## src/rtl/dkong_watch_pkg.sv

```systemverilog
// rtl/dkong_watch_pkg.sv - compare-mode constants and predicate for the data watch channels
package dkong_watch_pkg;

   localparam logic [1:0] WM_RANGE = 2'd0;
   localparam logic [1:0] WM_EQ    = 2'd1;
   localparam logic [1:0] WM_NE    = 2'd2;
   localparam logic [1:0] WM_MASK  = 2'd3;

   // Widest data bus the predicate accepts; callers zero-extend into this width.
   localparam int WATCH_DW_MAX = 32;

   // Evaluate one channel predicate on a written byte/word (all operands unsigned).
   // RANGE with lo > hi can never satisfy both bounds, so it naturally yields 0.
   function automatic logic watch_cmp(input logic [1:0]              mode,
                                      input logic [WATCH_DW_MAX-1:0] d,
                                      input logic [WATCH_DW_MAX-1:0] lo,
                                      input logic [WATCH_DW_MAX-1:0] hi);
      logic r;
      case (mode)
         WM_RANGE: r = (d >= lo) && (d <= hi);
         WM_EQ:    r = (d == lo);
         WM_NE:    r = (d != lo);
         default:  r = |(d & lo);
      endcase
      return r;
   endfunction

endpackage

```

## src/rtl/dkong_watch_ch.sv

```systemverilog
// rtl/dkong_watch_ch.sv - one watch channel: address match, compare, flag/pulse/counter registers
module dkong_watch_ch
   import dkong_watch_pkg::*;
#(
   parameter int ADDR_W = 15,
   parameter int DATA_W = 8,
   parameter int CNT_W  = 8
) (
   input  logic              clk,
   input  logic              rst,
   input  logic              wr_qual,
   input  logic [ADDR_W-1:0] cpu_addr,
   input  logic [DATA_W-1:0] cpu_d,
   input  logic [ADDR_W-1:0] cfg_addr,
   input  logic [DATA_W-1:0] cfg_lo,
   input  logic [DATA_W-1:0] cfg_hi,
   input  logic [1:0]        cfg_mode,
   output logic              dat,
   output logic              chg,
   output logic              hit,
   output logic [CNT_W-1:0]  cnt
);

   logic dat_q, dat_d;
   logic chg_q, chg_d;
   logic hit_q, hit_d;
   logic match;
   logic r;

   // Decide whether this cycle's write belongs to the channel and what the new flag is.
   always_comb begin
      match = wr_qual && (cpu_addr == cfg_addr);
      r     = watch_cmp(cfg_mode, WATCH_DW_MAX'(cpu_d), WATCH_DW_MAX'(cfg_lo), WATCH_DW_MAX'(cfg_hi));
      dat_d = dat_q;
      chg_d = 1'b0;
      hit_d = 1'b0;
      if (match) begin
         dat_d = r;
         hit_d = 1'b1;
         chg_d = (r != dat_q);
      end
   end

   // Flag holds its value between matching writes; pulses clear after one clock.
   always_ff @(posedge clk) begin
      if (rst) begin
         dat_q <= 1'b0;
         chg_q <= 1'b0;
         hit_q <= 1'b0;
      end else begin
         dat_q <= dat_d;
         chg_q <= chg_d;
         hit_q <= hit_d;
      end
   end

   assign dat = dat_q;
   assign chg = chg_q;
   assign hit = hit_q;

`ifdef DATA_WATCH_CNT_EN
   logic [CNT_W-1:0] cnt_q, cnt_d;

   // Count true writes, sticking at all-ones rather than wrapping.
   always_comb begin
      cnt_d = cnt_q;
      if (match && r && (cnt_q != {CNT_W{1'b1}}))
         cnt_d = cnt_q + CNT_W'(1);
   end

   // Counter register.
   always_ff @(posedge clk) begin
      if (rst) cnt_q <= '0;
      else     cnt_q <= cnt_d;
   end

   assign cnt = cnt_q;
`else
   assign cnt = '0;
`endif

endmodule

```

## src/rtl/dkong_data_watch_multi.sv

```systemverilog
// rtl/dkong_data_watch_multi.sv - multi-channel CPU write monitor; optional counters via DATA_WATCH_CNT_EN
module dkong_data_watch_multi
   import dkong_watch_pkg::*;
#(
   parameter int NUM_CH = 4,
   parameter int ADDR_W = 15,
   parameter int DATA_W = 8,
   parameter int CNT_W  = 8
) (
   input  logic                      I_CLK,
   input  logic                      I_RST,
   input  logic                      I_CPU_MREQn,
   input  logic                      I_CPU_WRn,
   input  logic [ADDR_W-1:0]         I_CPU_ADDR,
   input  logic [DATA_W-1:0]         I_CPU_D,
   input  logic [NUM_CH*ADDR_W-1:0]  I_CFG_ADDR,
   input  logic [NUM_CH*DATA_W-1:0]  I_CFG_LO,
   input  logic [NUM_CH*DATA_W-1:0]  I_CFG_HI,
   input  logic [NUM_CH*2-1:0]       I_CFG_MODE,
   output logic [NUM_CH-1:0]         O_DAT,
   output logic [NUM_CH-1:0]         O_CHG,
   output logic [NUM_CH-1:0]         O_HIT,
   output logic [NUM_CH*CNT_W-1:0]   O_CNT
);

   logic wr_act;
   logic wr_qual;
   logic wr_q, wr_d;

   // Only the first sampled cycle of a write strobe is evaluated, however long it lasts.
   always_comb begin
      wr_act  = ~I_CPU_MREQn & ~I_CPU_WRn;
      wr_qual = wr_act & ~wr_q;
      wr_d    = wr_act;
   end

   // Strobe history; cleared by reset so a strobe still low afterwards counts afresh.
   always_ff @(posedge I_CLK) begin
      if (I_RST) wr_q <= 1'b0;
      else       wr_q <= wr_d;
   end

   for (genvar k = 0; k < NUM_CH; k++) begin : g_ch
      dkong_watch_ch #(
         .ADDR_W (ADDR_W),
         .DATA_W (DATA_W),
         .CNT_W  (CNT_W)
      ) u_ch (
         .clk      (I_CLK),
         .rst      (I_RST),
         .wr_qual  (wr_qual),
         .cpu_addr (I_CPU_ADDR),
         .cpu_d    (I_CPU_D),
         .cfg_addr (I_CFG_ADDR[k*ADDR_W +: ADDR_W]),
         .cfg_lo   (I_CFG_LO[k*DATA_W +: DATA_W]),
         .cfg_hi   (I_CFG_HI[k*DATA_W +: DATA_W]),
         .cfg_mode (I_CFG_MODE[k*2 +: 2]),
         .dat      (O_DAT[k]),
         .chg      (O_CHG[k]),
         .hit      (O_HIT[k]),
         .cnt      (O_CNT[k*CNT_W +: CNT_W])
      );
   end

endmodule

```

## config.mk

```make
export PLATFORM = sky130hd
export DESIGN_NAME = dkong_data_watch_multi
export DESIGN_NICKNAME = d
export VERILOG_FILES = /design/src/rtl/dkong_watch_pkg.sv /design/src/rtl/dkong_watch_ch.sv /design/src/rtl/dkong_data_watch_multi.sv
export SDC_FILE = /design/constraint.sdc
export NUM_CORES = 1
export LEC_CHECK = 0
export CAP_MARGIN = 20
export CORE_ASPECT_RATIO = 0.8
export CORE_UTILIZATION = 36
export CTS_CLUSTER_SIZE = 16
export DETAILED_ROUTE_END_ITERATION = 10
export GPL_TIMING_DRIVEN = 1
export PLACE_DENSITY = 0.82
export SLEW_MARGIN = 10
export SYNTH_ARGS = -nofsm -noshare
export SYNTH_HDL_FRONTEND = slang
export SYNTH_SLANG_ARGS = --single-unit
```

## constraint.sdc

```tcl
create_clock -name I_CLK -period 2.19 [get_ports I_CLK]
set_input_delay 0.438 -clock I_CLK [delete_from_list [all_inputs] [get_ports I_CLK]]
set_output_delay 0.438 -clock I_CLK [all_outputs]
set_load 0.1 [all_outputs]
```

==> results of run 1 <==
[sequential cells by signal, summed over array words and instances (netlist names)]
signal / count
g_ch.u_ch.chg: 4
g_ch.u_ch.hit: 4
g_ch.u_ch.dat: 4
wr_q: 1
[logic make-up after synthesis]
| kind of cell | Yosys count | share of synthesized area, % |
|---|---|---|
| other | 1 | 0.103 |
| adder cells (fa/ha/maj) | 96 | 33.1 |
| flip-flops | 13 | 7.17 |
| buffers and inverters | 105 | 15.4 |
| AND/OR/NAND/NOR | 109 | 16.7 |
| multiplexers | 2 | 0.586 |
| AO/OA/AOI/OAI | 67 | 12.4 |
| XOR/XNOR | 60 | 14.5 |
[metrics by stage]
stage          instances  utilization [%]  TNS, ns  hold WS (ns)
2_1_floorplan        484                -        0         0.489
3_3_place_gp         813             59.3    -3.49         0.503
3_5_place_dp         813             59.3    -4.19         0.530
4_1_cts              819             62.0        0         0.539
5_1_grt              821             64.8   -0.158         0.594
6_report             821             64.8  -0.0103         0.545
[worst register-to-register path: stages, from the launching register on]
cell,delay (ns)
dfxtp_1,0.30
nor3_1,0.13
buf_4,0.15
nand4_1,0.21
nor3_2,0.24
nor2_1,0.08
a311oi_2,0.25
[timing repair]
action | 4_1_cts | 5_1_grt
buffers inserted | 2 | 2
gates resized for setup | 73 | 82
setup endpoints to repair | 8 | 8
pin swaps | 30 | 26
hold endpoints to repair | 0 | 0
[synthesized netlist by cell type (4+ instances only)]
| library cell | count |
|---|---|
| ha_1 | 96 |
| inv_1 | 59 |
| xor2_1 | 52 |
| buf_4 | 44 |
| nor4_1 | 23 |
| a21oi_1 | 22 |
| nor2_1 | 17 |
| nand2_1 | 15 |
| nand4_1 | 15 |
| dfxtp_1 | 13 |
| nor3_1 | 11 |
| o21ai_0 | 9 |
| xnor2_1 | 8 |
| nand3_1 | 7 |
| o21a_1 | 7 |
| a311oi_1 | 4 |
| and4_1 | 4 |
| nand2b_1 | 4 |
| o211ai_1 | 4 |
[path summary, 6_finish.rpt]
kind                            slack (ns)                          start  depth (start not counted)                             to
worst max-delay path                 -0.01                   I_CFG_LO[11]                          9    g_ch[1].u_ch.chg$_SDFF_PP0_
worst min-delay path                  0.55  g_ch[0].u_ch.dat$_SDFFE_PP0P_                          2  g_ch[0].u_ch.dat$_SDFFE_PP0P_
worst max register to register        0.75                wr_q$_SDFF_PP0_                          6  g_ch[2].u_ch.dat$_SDFFE_PP0P_
worst min register to register        0.55  g_ch[0].u_ch.dat$_SDFFE_PP0P_                          2  g_ch[0].u_ch.dat$_SDFFE_PP0P_
[area by class of cell]
cell class              instances  area (µm²)
flip-flops and latches         13         260
fillers                       798        3420
well taps                     136         170
inverters                      59         221
multi-input cells             366        3360
clock buffers                   4        78.8
repair buffers                243        2220
[where the power goes]
part / internal (µW) / leakage [µW] / switching (µW) / total [µW]
combinational: 566 / 0.00293 / 689 / 1250
clock: 245 / 0.0000382 / 90.3 / 335
sequential: 238 / 0.000105 / 0.228 / 238
total: 1050 / 0.00307 / 779 / 1830
[per-layer routing]
layer  part of all wire [%]  global-route usage [%]
met1                     43                    28.2
met2                     52                    44.5
met3                    4.0                    3.17
met5                      0                       0
met4                    1.4                    5.52
==> results.cfg, run 1 <==
[grt]
grt_pass1_vias = 4215
grt_overflow = 0
antenna_found_initial = 0
grt_max_degree = 10
grt_use_total_pct = 23.7
grt_pass1_wl_um = 19700

[pwr]
finalPower_uw = 1830
vdd_drop_max_mv = 0.273
p_per_area_nw_per_um2 = 290
power_leakage_uw = 0.00307

[sta]
timing.final.ws_setup_ns = -0.0103
fin_crit_sh_pct = 100
fmax_ghz = 0.454
final-hold-violation-count = 0
final.min_clock_period_ns = 2.20
fin_skew_ns = 0.00282
final_max_slew_viol_count = 0
setup_viol = 1

[status]
outcome = finished with violations
violations = setup timing

[logic_synthesis]
synthCells = 453
yosys.cell_types.count = 45
synthTopCellsByArea = ha_1 33%, xor2_1 13%, buf_4 9.1%, dfxtp_1 7.2%, inv_1 6.1%
async_flop_share_pct = 0
ys_ff_latch = 13
synth_area_um2 = 3630
yosysTopAreaCell = ha_1
syn_avg_cell_area_um2 = 8.02
synth.yosys.warnings = 0
synth_edf_count = 0
yosysSeqAreaShare_pct = 7.17
synth_top_area_share_pct = 33.1
ys.flop_type = dfxtp_1

[route]
drt-initial-drc-count = 166
wirelength_um = 13600
drc = 0
wl_per_cell_um = 16.6
vias = 4118
via_per_inst = 5.02
ant_nets = 0
drt_pre_antenna_iters = 4

[setup_path]
critical-path-max-stage-delay_ns = 0.49
cp_top_family = compound AO/OA/AOI/OAI gates
critPathBufInv = 2
path_cells = clkdlybuf4s50_1, inv_1, ha_1, and4_4, a21oi_1, a41oi_1, o21ai_2, and3_1, o21a_1
cp_slowest_cell = clkdlybuf4s50_1
crit_path_max_fanout = 3
arrival_ns = 2.33
required_ns = 2.32
path_class = in2reg
start_kind = input pin
worstSetupEndpointType = register

[finish]
diodes = 0
final_common_cell = clkdlybuf4s50_1
syn_to_final_growth_pct = 73.7
fin_area_um2 = 6310
fin_nets = 941
drive_gt1_share_pct = 25.3
most-common-layout-cells = 113 x clkdlybuf4s50_1, 82 x buf_4, 73 x ha_1

[die]
io_pins = 203
die_w_um = 114
std_cell_rows = 32
core_area_um2 = 9730
die_area_um2 = 10500
initial_core_util_pct = 37.3
die_height_um = 91.8

[clock_tree]
ctsLongestPathBuffers = 2
cts_max_level = 1
clock_latency_ns = 0.24
cts_num_sinks = 13
ctsHoldBuffers = 0
cts_tree = done
numCtsBuffers = 3
clk_pin_slew_worst_paths_ns = 0.04
root_buffer = clkbuf_16

[place]
place_hpwl_um = 11200
gp_routability_congestion = 0.901
port_buffers = 170
placed_cell_area_um2 = 5770
place_ws_ns = -0.602

[min_path]
min_path_type = reg2reg

[run]
cap_violations = 0
Note: power is estimated with default switching activity, not from simulation.
==> run 2, diff against run 1 <==
--- a/config.mk
+++ b/config.mk
@@ -6,9 +6,9 @@
 export NUM_CORES = 1
 export LEC_CHECK = 0
 export CAP_MARGIN = 20
-export CORE_ASPECT_RATIO = 0.8
+export CORE_ASPECT_RATIO = 1.4
 export CORE_UTILIZATION = 36
-export CTS_CLUSTER_SIZE = 16
+export CTS_CLUSTER_SIZE = 12
 export DETAILED_ROUTE_END_ITERATION = 10
 export GPL_TIMING_DRIVEN = 1
 export PLACE_DENSITY = 0.82
==> run 2 against run 1 <==
- clock skew decreased by 0.0016 ns
- highest routed layer unchanged
- the run now ends clean
- global-route usage increased by 0.62 points
- count of clock-buffer cells in the layout unchanged
- setup slack improved by 0.035 ns
- critical path type unchanged
- total power increased by 1.6%
==> results.cfg, run 2 (same netlist as run 1, synthesis figures left out) <==
[pwr]
p_per_area_nw_per_um2 = 290
switchingPower_uw = 801
p_int_uw = 1060
combPwrFrac_pct = 68.1
power_leakage_uw = 0.00312
vdd_drop_max_mv = 0.180
switching_share_pct = 43.1
seq_power_share_pct = 12.8
finalPower_uw = 1860
p_clk_share_pct = 19.1

[route]
wl_per_cell_um = 16.9
wirelength_um = 13800
vias = 4186
drt_pre_antenna_iters = 4
via_per_inst = 5.14
drc = 0
drt-initial-drc-count = 143
ant_nets = 0

[die]
die_area_um2 = 10500
core_area_um2 = 9850
die_height_um = 121
die_w_um = 86.9
initial_core_util_pct = 36.9
io_pins = 203
std_cell_rows = 43

[grt]
grt_pass1_wl_um = 19600
grt_max_degree = 11
antenna_found_initial = 0
grt_overflow = 0
grt_pass1_vias = 4217
grt_use_total_pct = 24.3

[finish]
regArea_um2 = 260
syn_to_final_growth_pct = 76.4
fill_cells = 773
most-common-layout-cells = 114 x clkdlybuf4s50_1, 71 x buf_4, 70 x ha_1
fin_nets = 936
multi_input_area_um2 = 3420
diodes = 0
final_common_cell = clkdlybuf4s50_1
drive_gt1_share_pct = 24.7

[clock_tree]
clk_pin_slew_worst_paths_ns = 0.05
ctsLongestPathBuffers = 2
clock_latency_ns = 0.24
numCtsBuffers = 3
cts_tree = done
cts_max_level = 1
ctsHoldBuffers = 0
cts_num_sinks = 13
root_buffer = clkbuf_16

[sta]
fmax_ghz = 0.462
final-hold-violation-count = 0
final.setup.tns_ns = 0
fin_skew_ns = 0.00121
final_max_slew_viol_count = 0
setup_viol = 0
final.min_clock_period_ns = 2.17
fin_crit_sh_pct = 98.9

[setup_path]
r2r_cells = 7
arrival_ns = 2.30
required_ns = 2.33
r2r_start = wr_q$_SDFF_PP0_
crit_path_max_fanout = 3
path_class = in2reg
rrSetupSlack_ns = 0.73
start_kind = input pin
worstSetupEndpointType = register
reg2reg_to = g_ch[1].u_ch.dat$_SDFFE_PP0P_

[place]
port_buffers = 170
place_hpwl_um = 11100
gp_routability_congestion = 0.923

[status]
outcome = completed

[min_path]
hold_depth = 2
min_path_type = reg2reg
min_to = g_ch[0].u_ch.dat$_SDFFE_PP0P_
hold_start = g_ch[0].u_ch.dat$_SDFFE_PP0P_

[run]
cap_violations = 0
[run 2: worst max path at each step]
stage                 startpoint                     endpoint  slack [ns]  depth (start not counted)
floorplan           I_CFG_HI[21]  g_ch[2].u_ch.chg$_SDFF_PP0_        0.12                          8
global placement      I_CPU_D[5]  g_ch[2].u_ch.chg$_SDFF_PP0_       -0.53                          8
detailed placement    I_CPU_D[5]  g_ch[0].u_ch.chg$_SDFF_PP0_       -0.61                          9
CTS                 I_CFG_LO[13]  g_ch[1].u_ch.chg$_SDFF_PP0_      0.0007                          9
global route        I_CFG_LO[15]  g_ch[1].u_ch.chg$_SDFF_PP0_       -0.03                          9
finish              I_CFG_LO[15]  g_ch[1].u_ch.chg$_SDFF_PP0_        0.02                          9
[run 2: cell type report]
| type | count | share of cell area [%] |
|---|---|---|
| Multi-Input combinational cell | 366 | 53.4 |
| Timing Repair Buffer | 238 | 35.2 |
| Sequential cell | 13 | 4.06 |
| Inverter | 59 | 3.46 |
| Tap cell | 135 | 2.64 |
| Clock buffer | 4 | 1.23 |
[run 2: stage by stage]
| step | utilization (%) | hold WS, ns | instance area, µm² | std cells | setup slack, ns |
|---|---|---|---|---|---|
| floorplan | - | 0.489 | 3750 | 484 | 0.115 |
| detailed placement | 58.1 | 0.522 | 5720 | 805 | -0.605 |
| global placement | 58.1 | 0.505 | 5720 | 805 | -0.531 |
| CTS | 61.6 | 0.530 | 6060 | 811 | 0.000731 |
| global route | 65.0 | 0.546 | 6400 | 815 | -0.0328 |
| finish | 65.0 | 0.531 | 6400 | 815 | 0.0246 |
[run 2: timing repair]
item                       CTS  global route
gates cloned                 0             0
gates resized for setup     63            88
setup endpoints to repair    8             8
buffers inserted             2             4
pin swaps                   22            41
[run 2: worst max-delay path: stages]
cell and delay, ns:
clkdlybuf4s50_1 0.51, inv_2 0.06, ha_4 0.27, and4_4 0.24, a21oi_1 0.09, a41oi_1 0.21, o21ai_2 0.13, and3_1 0.20
o21a_1 0.16
[run 2: power by group through the flow]
| stage | sequential, µW | clock, µW | combinational (µW) |
|---|---|---|---|
| global placement | 243 | 0 | 1090 |
| finish | 238 | 354 | 1270 |
| global route | 238 | 378 | 1350 |
| CTS | 238 | 366 | 1180 |
| floorplan | 243 | 0 | 616 |
| detailed placement | 243 | 0 | 1130 |
[run 2: per-layer routing]
layer / GRT usage (%) / vias to the layer above / routed length [µm] / share of wire [%]
met5: 0 / - / 0 / 0
met4: 9.06 / 0 / 546 / 4.0
met3: 3.34 / 40 / 1190 / 8.6
met2: 50.2 / 245 / 7300 / 53
met1: 23.2 / 1919 / 4740 / 34
li1: - / 1982 / - / -
